**config.mk**
```make
export PLATFORM = sky130hd
export DESIGN_NAME = vga_timing_wb
export DESIGN_NICKNAME = d
export VERILOG_FILES = /design/src/rtl/vga_timing_wb.sv
export SDC_FILE = /design/constraint.sdc
export NUM_CORES = 1
export LEC_CHECK = 0
export BUFFER_PORTS_ARGS = -buffer_cell sky130_fd_sc_hd__buf_2
export CAP_MARGIN = 15
export CORE_UTILIZATION = 45
export DETAILED_ROUTE_END_ITERATION = 8
export SETUP_SLACK_MARGIN = 0.5
export SKIP_CTS_REPAIR_TIMING = 1
export SYNTH_ARGS = -nofsm -noshare
export SYNTH_HDL_FRONTEND = slang
export SYNTH_SLANG_ARGS = --single-unit
```
**constraint.sdc**
```tcl
create_clock -name wb_clk_i -period 8.2 [get_ports wb_clk_i]
set_input_delay 1.23 -clock wb_clk_i [delete_from_list [all_inputs] [get_ports wb_clk_i]]
set_output_delay 1.23 -clock wb_clk_i [all_outputs]
set_load 0.05 [all_outputs]
```
**src/rtl/vga_timing_wb.sv**
```systemverilog
`default_nettype none
// ============================================================================
// Module   : vga_timing_wb
// Brief    : VGA timing and pattern generator with a Wishbone register slave.
//            Single clock; the pixel rate comes from a clock-enable divider.
//            Define VGA_SHADOW_EN to double-buffer the colour/box registers.
// Revision : 1.0
// ============================================================================
module vga_timing_wb #(
    parameter int CLK_DIV  = 4,
    parameter int H_ACTIVE = 640,
    parameter int H_FP     = 16,
    parameter int H_SYNC   = 96,
    parameter int H_BP     = 48,
    parameter int V_ACTIVE = 480,
    parameter int V_FP     = 10,
    parameter int V_SYNC   = 2,
    parameter int V_BP     = 33,
    parameter int COLOR_W  = 4,
    parameter bit SYNC_POL = 1'b0
) (
    input  logic               wb_clk_i,
    input  logic               wb_rst_i,
    input  logic               wb_cyc_i,
    input  logic               wb_stb_i,
    input  logic               wb_we_i,
    input  logic [31:0]        wb_adr_i,
    input  logic [31:0]        wb_dat_i,
    input  logic [3:0]         wb_sel_i,
    output logic [31:0]        wb_dat_o,
    output logic               wb_ack_o,
    output logic               wb_err_o,
    output logic               wb_inta_o,
    output logic [COLOR_W-1:0] VGA_R_LED,
    output logic [COLOR_W-1:0] VGA_G_LED,
    output logic [COLOR_W-1:0] VGA_B_LED,
    output logic               VGA_HSYNC,
    output logic               VGA_VSYNC
);

    localparam int c_h_tot = H_ACTIVE + H_FP + H_SYNC + H_BP;
    localparam int c_v_tot = V_ACTIVE + V_FP + V_SYNC + V_BP;
    localparam int c_cw    = 3 * COLOR_W;
    // Counters are at least 12 bits so box bounds (X + SIZE) never overflow them
    localparam int c_hw    = ($clog2(c_h_tot) > 12) ? $clog2(c_h_tot) : 12;
    localparam int c_vw    = ($clog2(c_v_tot) > 12) ? $clog2(c_v_tot) : 12;
    localparam int c_dw    = (CLK_DIV > 1) ? $clog2(CLK_DIV) : 1;
    localparam int c_bar_i = (H_ACTIVE >= 8) ? H_ACTIVE / 8 : 1;

    localparam logic [c_dw-1:0] c_div_last = c_dw'(CLK_DIV - 1);
    localparam logic [c_hw-1:0] c_h_last   = c_hw'(c_h_tot - 1);
    localparam logic [c_hw-1:0] c_h_act    = c_hw'(H_ACTIVE);
    localparam logic [c_hw-1:0] c_hs_beg   = c_hw'(H_ACTIVE + H_FP);
    localparam logic [c_hw-1:0] c_hs_end   = c_hw'(H_ACTIVE + H_FP + H_SYNC);
    localparam logic [c_hw-1:0] c_bar_w    = c_hw'(c_bar_i);
    localparam logic [c_vw-1:0] c_v_last   = c_vw'(c_v_tot - 1);
    localparam logic [c_vw-1:0] c_v_act    = c_vw'(V_ACTIVE);
    localparam logic [c_vw-1:0] c_v_vb     = c_vw'(V_ACTIVE - 1);
    localparam logic [c_vw-1:0] c_vs_beg   = c_vw'(V_ACTIVE + V_FP);
    localparam logic [c_vw-1:0] c_vs_end   = c_vw'(V_ACTIVE + V_FP + V_SYNC);
    localparam bit              c_sync_off = !SYNC_POL;

    // Register file (software-visible copies)
    logic              r_en, r_irq_en, r_irq_pend, r_inta;
    logic [1:0]        r_mode;
    logic [c_cw-1:0]   r_bg, r_box_col;
    logic [10:0]       r_box_x, r_box_y;
    logic [7:0]        r_box_size;
    logic [15:0]       r_frame;
    logic              r_ack, r_err;
    logic [31:0]       r_dat;

    // Timing and pixel state
    logic [c_dw-1:0]   r_div;
    logic [c_hw-1:0]   r_h;
    logic [c_vw-1:0]   r_v;
    logic [COLOR_W-1:0] r_red, r_grn, r_blu;
    logic              r_hs, r_vs;

    // Set actually used to draw pixels
    logic [c_cw-1:0]   w_act_bg, w_act_box_col;
    logic [10:0]       w_act_x, w_act_y;
    logic [7:0]        w_act_size;

    logic              w_req, w_adr_ok, w_wr, w_w1c, w_vblank;
    logic [2:0]        w_idx;
    logic [31:0]       w_mask, w_cur, w_wdat;
    logic              w_pix_en, w_h_wrap, w_vb_start, w_active, w_in_box;
    logic              w_hs_on, w_vs_on;
    logic [c_hw-1:0]   w_bar, w_bx0, w_bx1;
    logic [2:0]        w_bar_idx;
    logic [c_vw-1:0]   w_by0, w_by1;
    logic [c_cw-1:0]   w_pix;
    logic              w_unused;

    assign w_unused = &{1'b0, wb_adr_i[31:5], wb_adr_i[1:0]};

    // ------------------------------------------------------------------
    // Bus decode
    // ------------------------------------------------------------------
    assign w_idx    = wb_adr_i[4:2];
    assign w_req    = wb_cyc_i & wb_stb_i & ~r_ack & ~r_err;
    assign w_adr_ok = (w_idx <= 3'd5);
    assign w_wr     = w_req & wb_we_i & w_adr_ok;
    assign w_w1c    = wb_dat_i[1] & wb_sel_i[0];
    assign w_mask   = {{8{wb_sel_i[3]}}, {8{wb_sel_i[2]}}, {8{wb_sel_i[1]}}, {8{wb_sel_i[0]}}};
    assign w_wdat   = (w_cur & ~w_mask) | (wb_dat_i & w_mask);
    assign w_vblank = (r_v >= c_v_act);

    always_comb begin
        w_cur = '0;
        case (w_idx)
            3'd0:    w_cur = {28'd0, r_irq_en, r_mode, r_en};
            3'd1:    w_cur = 32'(r_bg);
            3'd2:    w_cur = {5'd0, r_box_y, 5'd0, r_box_x};
            3'd3:    w_cur = {24'd0, r_box_size};
            3'd4:    w_cur = 32'(r_box_col);
            3'd5:    w_cur = {r_frame, 14'd0, r_irq_pend, w_vblank};
            default: w_cur = '0;
        endcase
    end

    always_ff @(posedge wb_clk_i or posedge wb_rst_i) begin
        if (wb_rst_i) begin
            r_en       <= 1'b0;
            r_mode     <= '0;
            r_irq_en   <= 1'b0;
            r_bg       <= '0;
            r_box_col  <= '0;
            r_box_x    <= '0;
            r_box_y    <= '0;
            r_box_size <= '0;
            r_irq_pend <= 1'b0;
            r_inta     <= 1'b0;
            r_frame    <= '0;
            r_ack      <= 1'b0;
            r_err      <= 1'b0;
            r_dat      <= '0;
        end else begin
            r_ack  <= w_req & w_adr_ok;
            r_err  <= w_req & ~w_adr_ok;
            r_dat  <= (w_req & w_adr_ok) ? w_cur : 32'd0;
            r_inta <= r_irq_pend & r_irq_en;
            if (w_wr) begin
                case (w_idx)
                    3'd0: begin
                        r_en     <= w_wdat[0];
                        r_mode   <= w_wdat[2:1];
                        r_irq_en <= w_wdat[3];
                    end
                    3'd1:    r_bg       <= c_cw'(w_wdat);
                    3'd2: begin
                        r_box_x <= 11'(w_wdat);
                        r_box_y <= 11'(w_wdat >> 16);
                    end
                    3'd3:    r_box_size <= 8'(w_wdat);
                    3'd4:    r_box_col  <= c_cw'(w_wdat);
                    default: ;
                endcase
            end
            // A vblank-start set takes priority over a simultaneous W1C
            if (w_vb_start) begin
                r_irq_pend <= 1'b1;
                r_frame    <= r_frame + 16'd1;
            end else if (w_wr && (w_idx == 3'd5) && w_w1c) begin
                r_irq_pend <= 1'b0;
            end
        end
    end

    // ------------------------------------------------------------------
    // Active drawing set
    // ------------------------------------------------------------------
`ifdef VGA_SHADOW_EN
    logic [c_cw-1:0] r_act_bg, r_act_box_col;
    logic [10:0]     r_act_x, r_act_y;
    logic [7:0]      r_act_size;

    always_ff @(posedge wb_clk_i or posedge wb_rst_i) begin
        if (wb_rst_i) begin
            r_act_bg      <= '0;
            r_act_box_col <= '0;
            r_act_x       <= '0;
            r_act_y       <= '0;
            r_act_size    <= '0;
        end else if (w_vb_start) begin
            r_act_bg      <= r_bg;
            r_act_box_col <= r_box_col;
            r_act_x       <= r_box_x;
            r_act_y       <= r_box_y;
            r_act_size    <= r_box_size;
        end
    end

    assign w_act_bg      = r_act_bg;
    assign w_act_box_col = r_act_box_col;
    assign w_act_x       = r_act_x;
    assign w_act_y       = r_act_y;
    assign w_act_size    = r_act_size;
`else
    assign w_act_bg      = r_bg;
    assign w_act_box_col = r_box_col;
    assign w_act_x       = r_box_x;
    assign w_act_y       = r_box_y;
    assign w_act_size    = r_box_size;
`endif

    // ------------------------------------------------------------------
    // Timing and pixel generation
    // ------------------------------------------------------------------
    assign w_pix_en   = r_en & (r_div == c_div_last);
    assign w_h_wrap   = (r_h == c_h_last);
    assign w_vb_start = w_pix_en & w_h_wrap & (r_v == c_v_vb);
    assign w_active   = (r_h < c_h_act) && (r_v < c_v_act);
    assign w_hs_on    = (r_h >= c_hs_beg) && (r_h < c_hs_end);
    assign w_vs_on    = (r_v >= c_vs_beg) && (r_v < c_vs_end);

    assign w_bar     = r_h / c_bar_w;
    assign w_bar_idx = (w_bar > c_hw'(7)) ? 3'd7 : w_bar[2:0];

    assign w_bx0    = c_hw'(w_act_x);
    assign w_bx1    = c_hw'(12'({1'b0, w_act_x}) + 12'(w_act_size));
    assign w_by0    = c_vw'(w_act_y);
    assign w_by1    = c_vw'(12'({1'b0, w_act_y}) + 12'(w_act_size));
    assign w_in_box = (r_h >= w_bx0) && (r_h < w_bx1) && (r_v >= w_by0) && (r_v < w_by1);

    always_comb begin
        w_pix = '0;
        if (w_active) begin
            case (r_mode)
                2'd0:    w_pix = w_act_bg;
                2'd1:    w_pix = {{COLOR_W{w_bar_idx[2]}}, {COLOR_W{w_bar_idx[1]}},
                                  {COLOR_W{w_bar_idx[0]}}};
                2'd2:    w_pix = (r_h[3] ^ r_v[3]) ? w_act_bg : '0;
                default: w_pix = w_in_box ? w_act_box_col : w_act_bg;
            endcase
        end
    end

    always_ff @(posedge wb_clk_i or posedge wb_rst_i) begin
        if (wb_rst_i) begin
            r_div <= '0;
            r_h   <= '0;
            r_v   <= '0;
            r_red <= '0;
            r_grn <= '0;
            r_blu <= '0;
            r_hs  <= c_sync_off;
            r_vs  <= c_sync_off;
        end else if (!r_en) begin
            r_div <= '0;
            r_h   <= '0;
            r_v   <= '0;
            r_red <= '0;
            r_grn <= '0;
            r_blu <= '0;
            r_hs  <= c_sync_off;
            r_vs  <= c_sync_off;
        end else begin
            r_div <= w_pix_en ? '0 : r_div + 1'b1;
            if (w_pix_en) begin
                r_h <= w_h_wrap ? '0 : r_h + 1'b1;
                if (w_h_wrap) begin
                    r_v <= (r_v == c_v_last) ? '0 : r_v + 1'b1;
                end
                // Outputs lag the counters by exactly one pixel
                r_red <= w_pix[c_cw-1 -: COLOR_W];
                r_grn <= w_pix[2*COLOR_W-1 -: COLOR_W];
                r_blu <= w_pix[COLOR_W-1:0];
                r_hs  <= w_hs_on ? SYNC_POL : c_sync_off;
                r_vs  <= w_vs_on ? SYNC_POL : c_sync_off;
            end
        end
    end

    assign wb_dat_o  = r_dat;
    assign wb_ack_o  = r_ack;
    assign wb_err_o  = r_err;
    assign wb_inta_o = r_inta;
    assign VGA_R_LED = r_red;
    assign VGA_G_LED = r_grn;
    assign VGA_B_LED = r_blu;
    assign VGA_HSYNC = r_hs;
    assign VGA_VSYNC = r_vs;

endmodule
`default_nettype wire

```
-- Yosys cells after proc, flatten, opt, wreduce, memory -nomap -nowiden
Cells that the tools add are included.
- flip-flop bits (word level): 150
- bits in latches: 0
- RAM bits: 0
- bits in read-only memories: 0
- input port bits: 73
- output and inout bits: 49
- word-level logic and storage cells: 122
- memories kept: 0
- add/sub/neg operators: 6
- $mul: 0
- divide/modulo/power cells: 1
- order comparisons: 13
- eq/ne operators: 13
- shift-type cells: 0
- mux-type cells: 30
- bitwise gates (word level): 20
- reduce and logical (&&, ||, !) cells: 17
- operator list (kind ; number):
    $pmux W32 S6 ; 1
    $mux W12 ; 10
    $and A27 B27 Y27 ; 2
    $pmux W12 S3 ; 1
    $mux W32 ; 1
    $not A27 Y27 ; 1
    $or A27 B27 Y27 ; 1
    $add A11 B8 Y12 ; 2
    $add A12 B1 Y12 const B ; 2
    $eq A12 B10 Y1 const B ; 2
    $ge A12 B11 Y1 ; 2
    $ge A12 B9 Y1 const B ; 2
    $lt A12 B10 Y1 const B ; 2
    $lt A12 B12 Y1 ; 2
    $lt A12 B9 Y1 const B ; 2
    $mux W4 ; 6
    $add A16 B1 Y16 const B ; 1
    $and A1 B1 Y1 ; 12
    $div A12 B7 Y12 const B ; 1
    $eq A12 B9 Y1 const B ; 1
    $ge A12 B10 Y1 const B ; 1
    $gt A12 B3 Y1 const B ; 1
    $reduce_and A2 Y1 ; 6
    $logic_and A1 B1 Y1 ; 8
    other kinds (16) ; 30

-- Longest topological paths before layout
- depth in word-level cells: 10
- gate-level depth with buffers: 19
- mapped depth without buffers: 18

-- Least setup slack after synthesis
OpenSTA, ideal clock, no wires.
- path type: reg2reg
- from: register r_box_y[0]
- to: register r_grn[2], in the netlist VGA_G_LED[2]
- setup time: 0.082 ns
- arrival time: 3.755 ns
- slack: 4.363 ns
- stages on the path, launching flop included: 20
- path buffers: 1
- clock period less this slack: 3.837 ns
- cells stage by stage: dfrtp_1 ha_1 fa_1 a21o_1 a21oi_1 o21bai_1 a21oi_1 o21ai_0 nand3_1 xnor2_1 ha_1 a21oi_1 nand2_1 a2111oi_2 o21ai_0 nor3_1 o211ai_2 buf_4 or2_2 a31oi_1
- longest elaborated chain between the ends: 8
- elaborated cells between the ends (all ways): 10
- classes of those cells: 1 x add/sub; 2 x order compare; 5 x mux; 2 x reduce/logical
- ends and longest elaborated chain (element ; RTL line ; text):
    from (decl) ; 67 ; logic [10:0] r_box_x, r_box_y;
    from (signal assigned) ; 154 ; r_box_y <= 11'(w_wdat >> 16);
    $add A11 B8 Y12 / $ge A12 B11 Y1 (equally long branches) ; 224, 225 ;
    $lt A12 B12 Y1 / $logic_and A1 B1 Y1 (equally long branches) ; 225 ; assign w_in_box = (r_h >= w_bx0) && (r_h < w_bx1) && (r_v >= w_by0) && (r_v < w_by1);
    $logic_and A1 B1 Y1 * ; 225 ;
    $mux W12 * ; 235 ; default: w_pix = w_in_box ? w_act_box_col : w_act_bg;
    $pmux W12 S3 * ; 230 ; case (r_mode)
    $mux W12 * ; 229 ; if (w_active) begin
    $mux W4 * ; 261 ; if (w_pix_en) begin
    $mux W4 * ; 250 ; end else if (!r_en) begin
    to (signal assigned) ; 268 ; r_grn <= w_pix[2*COLOR_W-1 -: COLOR_W];
    to (decl) ; 77 ; logic [COLOR_W-1:0] r_red, r_grn, r_blu;
Mark *: on every way between the ends. The rest lies on a longest branch, timed or not. The select of a mux whose other input is x is not followed.
A chain may end at the register's enable or synchronous reset.

-- Final worst setup path
- from: register r_box_size[0]
- to: register r_grn[2], in the netlist VGA_G_LED[2]
- longest elaborated chain between the ends: 10
- elaborated cells between the ends (all ways): 12
- classes of those cells: 2 x add/sub; 2 x order compare; 5 x mux; 3 x reduce/logical
- ends and longest elaborated chain (element ; RTL line ; text):
    from (decl) ; 68 ; logic [7:0] r_box_size;
    from (signal assigned) ; 156 ; 3'd3: r_box_size <= 8'(w_wdat);
    $add A11 B8 Y12 ; 222 ; assign w_bx1 = c_hw'(12'({1'b0, w_act_x}) + 12'(w_act_size));
    $lt A12 B12 Y1 ; 225 ;
    $logic_and A1 B1 Y1 (2 in a row) ; 225 ;
    $logic_and A1 B1 Y1 * ; 225 ;
    $mux W12 * ; 235 ;
    $pmux W12 S3 * ; 230 ;
    $mux W12 * ; 229 ;
    $mux W4 * ; 261 ;
    $mux W4 * ; 250 ;
Marked as above.

==> results.md <==
| Item | Value | Unit |
|---|---|---|
| Remaining DRCs | 0 | - |
| Mapped Area | 8895 | um^2 |
| Post-synthesis sequential area ratio | 41.10 | % |
| Gate count after technology mapping | 924 | - |
| Die W | 142.6 | um |
| Full die area | 20330 | um^2 |
| Maximum fanout count along the critical path | 20 | - |
| GR Overflow Total | 0 | - |
| Warnings from Yosys | 0 | - |
| Critical path cell sequence | ha_1 > fa_1 > a21o_1 > a21oi_1 > o21bai_1 > a21oi_1 > o21ai_0 > nand3_1 > xnor2_1 > ha_1 > a21oi_1 > nand2_1 > a2111oi_2 > o21ai_0 > nor3_1 > o211ai_2 > or2_2 > a31oi_1 | - |
| Max-slew headroom | 22.04 | % |
| Start-to-end type of the worst setup path | reg2reg | - |
| Number of optimization iterations in the first detailed-route pass | 5 | - |
| Number of different library cells in the post-synthesis netlist | 75 | - |
| Number of DRC markers in iteration 0 | 459 | - |
| Most frequent cell on the critical path | sky130_fd_sc_hd__a21oi_1 | - |
| Cell at the root of the clock tree | sky130_fd_sc_hd__clkbuf_16 | - |
| Boundary Pins | 122 | - |
| Clock tree from TritonCTS | built | - |
| Highest Clock Rate | 211.9 | MHz |
| Number of buffers and inverters on the critical path | 0 | - |
| Min Tclk post-route | 4.720 | ns |
| Fill cells | 1811 | - |
| CP endpoint kind | flip-flop | - |
| Top area cells in the synthesized netlist | sky130_fd_sc_hd__dfrtp_1 (41%), sky130_fd_sc_hd__ha_1 (9.3%), sky130_fd_sc_hd__mux2_2 (6.0%) | - |
| Most frequently used cell type in the post-synthesis netlist | sky130_fd_sc_hd__dfrtp_1 | - |
| Signal arrival time at the worst endpoint | 5.07 | ns |
| Via Count | 6954 | - |
| Tot Pwr | 1952 | uW |
| Final antenna-violating net count | 0 | - |
| Leakage power summed over all cells | 0.004658 | uW |
| Maximum capacitance violations | 0 | - |
| Clock Skews | 0.01146 | ns |
| Final TNS setup | 0 | ns |
| Commonest cells in the synthesized netlist | sky130_fd_sc_hd__dfrtp_1 (144), sky130_fd_sc_hd__nand2_1 (86), sky130_fd_sc_hd__nor2_1 (77) | - |
| Hold Vio Cnt, Final | 0 | - |
| Slew @ Worst Pin | 1.163 | ns |
| Power Dens Cells | 194.2 | nW/um^2 |
| Max Transition Viols Final | 0 | - |
| Via count of the first global-routing pass | 6792 | - |
| Total wire length after detailed routing | 22570 | um |
| Post-layout nets | 1126 | - |
| Routability cong. | 0.7858 | - |
| Global-route wire length before repair | 36960 | um |
| Mean routed wirelength per cell | 17.87 | um |
| Layout-stage area growth over the synthesis result | 13.01 | % |
| Number of buffers created by CTS | 17 | - |
| Biggest area consumer among synthesized cells | sky130_fd_sc_hd__dfrtp_1 | - |
| Diodes inserted | 0 | - |
| Cell at the slowest stage of the critical path | sky130_fd_sc_hd__o211ai_2 | - |
| # clock sinks | 146 | - |
| Clock-pin slew of the registers on the worst-case setup and hold paths | 0.07 | ns |
| Unrepaired setup endpoints after global routing | false | - |
| Most instantiated flip-flop cell in the synthesis netlist | sky130_fd_sc_hd__dfrtp_1 | - |
| Maximum vdd drop | 0.0001357 | V |
| Number of synthesized register bits | 146 | - |
| Fraction of synthesized cell area taken by the top area cell type | 40.51 | % |
| Global-route total usage across every layer | 23.84 | % |
| Fin crit share | 57.56 | % |
| Clock latency on the worst-skew pair | 0.43 | ns |
| Maximum clock insertion buffer count | 2 | - |
| Final Setup Violations | 0 | - |
| Critical path's largest stage delay | 0.52 | ns |
| Initial antenna violation count | 0 | - |
| DP HPWL | 15870 | um |
| Depth of the CTS H-tree | 4 | - |
| Mean instance size in the synthesized netlist | 9.626 | um^2 |
| Top Family by Delay on Critical Path | compound AO/OA/AOI/OAI gates | - |
| Core region area | 19400 | um^2 |
| Height of the die | 142.6 | um |
| Largest net degree at the start of global routing | 84 | - |
| Fraction of registers with async set/reset | 100.0 | % |
| Startpoint types | flip-flop | - |
| Count of input and output buffers | 79 | - |
| Result of the run | completed | - |
| Post-synth EDFFs | 0 | - |
| Path type of the worst min-delay path | reg2reg | - |
| Average vias per placed instance | 5.506 | - |
| Proportion of layout cells with a drive suffix above 1 | 19.54 | % |
| Number of rows created at floorplan | 51 | - |
| Starting utilization of the core area | 45.85 | % |
| Req. time, crit path | 8.55 | ns |
==> worst paths after layout <==
check | from | endpoint | slack, ns | depth (start not counted)
worst max-delay path | r_box_size[0] | VGA_G_LED[2] | 3.48 | 18
worst min register to register | r_div[0] | r_div[0] | 0.43 | 1
worst max register to register | r_box_size[0] | VGA_G_LED[2] | 3.48 | 18
worst min-delay path | r_div[0] | r_div[0] | 0.43 | 1
max in group asynchronous | wb_rst_i | r_v[0] | 5.95 | 3
min in group asynchronous | wb_rst_i | wb_err_o | 0.96 | 2
==> per-layer routing <==
| layer | vias up | global-route usage, % | part of all wire (%) |
|---|---|---|---|
| li1 | 3418 | - | - |
| met1 | 3359 | 34.69 | 49 |
| met2 | 162 | 35.96 | 45 |
| met3 | 15 | 5.316 | 4.8 |
| met4 | 0 | 5.320 | 0.95 |
| met5 | - | 0 | 0 |
==> area by class of cell <==
cell class / count / area [um^2] / share of cell area [%]
clock buffer: 18 / 429.2 / 4.269
sequential: 146 / 3656 / 36.37
inverter: 47 / 181.4 / 1.805
clock inverter: 14 / 161.4 / 1.606
multi-input combinational: 690 / 4867 / 48.42
timing repair buffer: 83 / 425.4 / 4.232
tap: 265 / 331.6 / 3.298
==> metrics by stage <==
| step | std cells | area [um^2] | utilization [%] | hold WS [ns] | setup slack, ns |
|---|---|---|---|---|---|
| CTS | 1263 | 10050 | 51.82 | 0.4360 | 3.469 |
| global route | 1263 | 10050 | 51.82 | 0.4772 | 3.089 |
| finish | 1263 | 10050 | 51.82 | 0.4287 | 3.480 |
| global placement | 1231 | 9462 | 48.77 | 0.4245 | 3.517 |
| detailed placement | 1231 | 9462 | 48.77 | 0.4275 | 3.503 |
| floorplan | 927 | 8906 | - | 0.4099 | 3.050 |
==> placed cells by master, fill, tap and decap left out, types with 3 or more instances in the layout <==
master                      netlist  final
sky130_fd_sc_hd__a2111oi_2        3      4
sky130_fd_sc_hd__a21o_1           9      9
sky130_fd_sc_hd__a21oi_1         54     54
sky130_fd_sc_hd__a221oi_1         4      4
sky130_fd_sc_hd__a22oi_1         19     19
sky130_fd_sc_hd__a31oi_1         16     16
sky130_fd_sc_hd__and2_1          11     11
sky130_fd_sc_hd__and3_1          11     11
sky130_fd_sc_hd__buf_2            9     79
sky130_fd_sc_hd__buf_4            9      4
sky130_fd_sc_hd__clkbuf_16        0     17
sky130_fd_sc_hd__clkinv_4         0      3
sky130_fd_sc_hd__conb_1           1      4
sky130_fd_sc_hd__dfrtp_1        144    144
sky130_fd_sc_hd__ha_1            66     66
sky130_fd_sc_hd__inv_1           46     45
sky130_fd_sc_hd__inv_6            0      6
sky130_fd_sc_hd__inv_8            0      4
sky130_fd_sc_hd__mux2_2          47     47
sky130_fd_sc_hd__mux2i_1         10     10
sky130_fd_sc_hd__mux4_2           3      3
sky130_fd_sc_hd__nand2_1         86     86
sky130_fd_sc_hd__nand2b_1         6      6
sky130_fd_sc_hd__nand3_1         31     31
sky130_fd_sc_hd__nand3_2          3      3
sky130_fd_sc_hd__nand4_1         12     12
sky130_fd_sc_hd__nor2_1          77     77
sky130_fd_sc_hd__nor2b_1         14     14
sky130_fd_sc_hd__nor3_1          17     16
sky130_fd_sc_hd__o2111ai_1        6      6
sky130_fd_sc_hd__o211a_1          4      4
sky130_fd_sc_hd__o211ai_1         7      7
sky130_fd_sc_hd__o21a_1           8      8
sky130_fd_sc_hd__o21ai_0         55     55
sky130_fd_sc_hd__o21ai_1          6      6
sky130_fd_sc_hd__o21bai_1         3      3
sky130_fd_sc_hd__o31ai_1          4      4
sky130_fd_sc_hd__or2_2            7      7
sky130_fd_sc_hd__xnor2_1         27     27
sky130_fd_sc_hd__xor2_1          15     15
==> registers in the layout (all words and copies together) (netlist names), 2 cells and up <==
signal      count
r_v            12
VGA_R_LED       4
VGA_G_LED       4
r_box_size      8
r_box_col      12
r_div           2
VGA_B_LED       4
r_box_x        11
r_h            12
r_mode          2
r_frame        16
r_box_y        11
wb_dat_o       28
r_bg           12
==> kinds of logic (layout without fill, tap and decap cells) <==
family	after synthesis	after routing	share of synthesized area [%]
XOR/XNOR	43	43	4.319
adder cells (fa/ha/maj)	69	69	9.861
buffers and inverters	91	162	4.431
multiplexers	60	60	7.835
AO/OA/AOI/OAI	216	216	15.74
other	1	4	0.04216
AND/OR/NAND/NOR	298	298	16.67
flip-flops	146	146	41.10
==> power by group <==
part	leakage [uW]	total, uW	internal [uW]	switching (uW)
logic	0.00237	340	142	198
clock network	0.000291	786	435	351
registers	0.00200	827	765	61.6
Power figures use the tool's default switching activity.
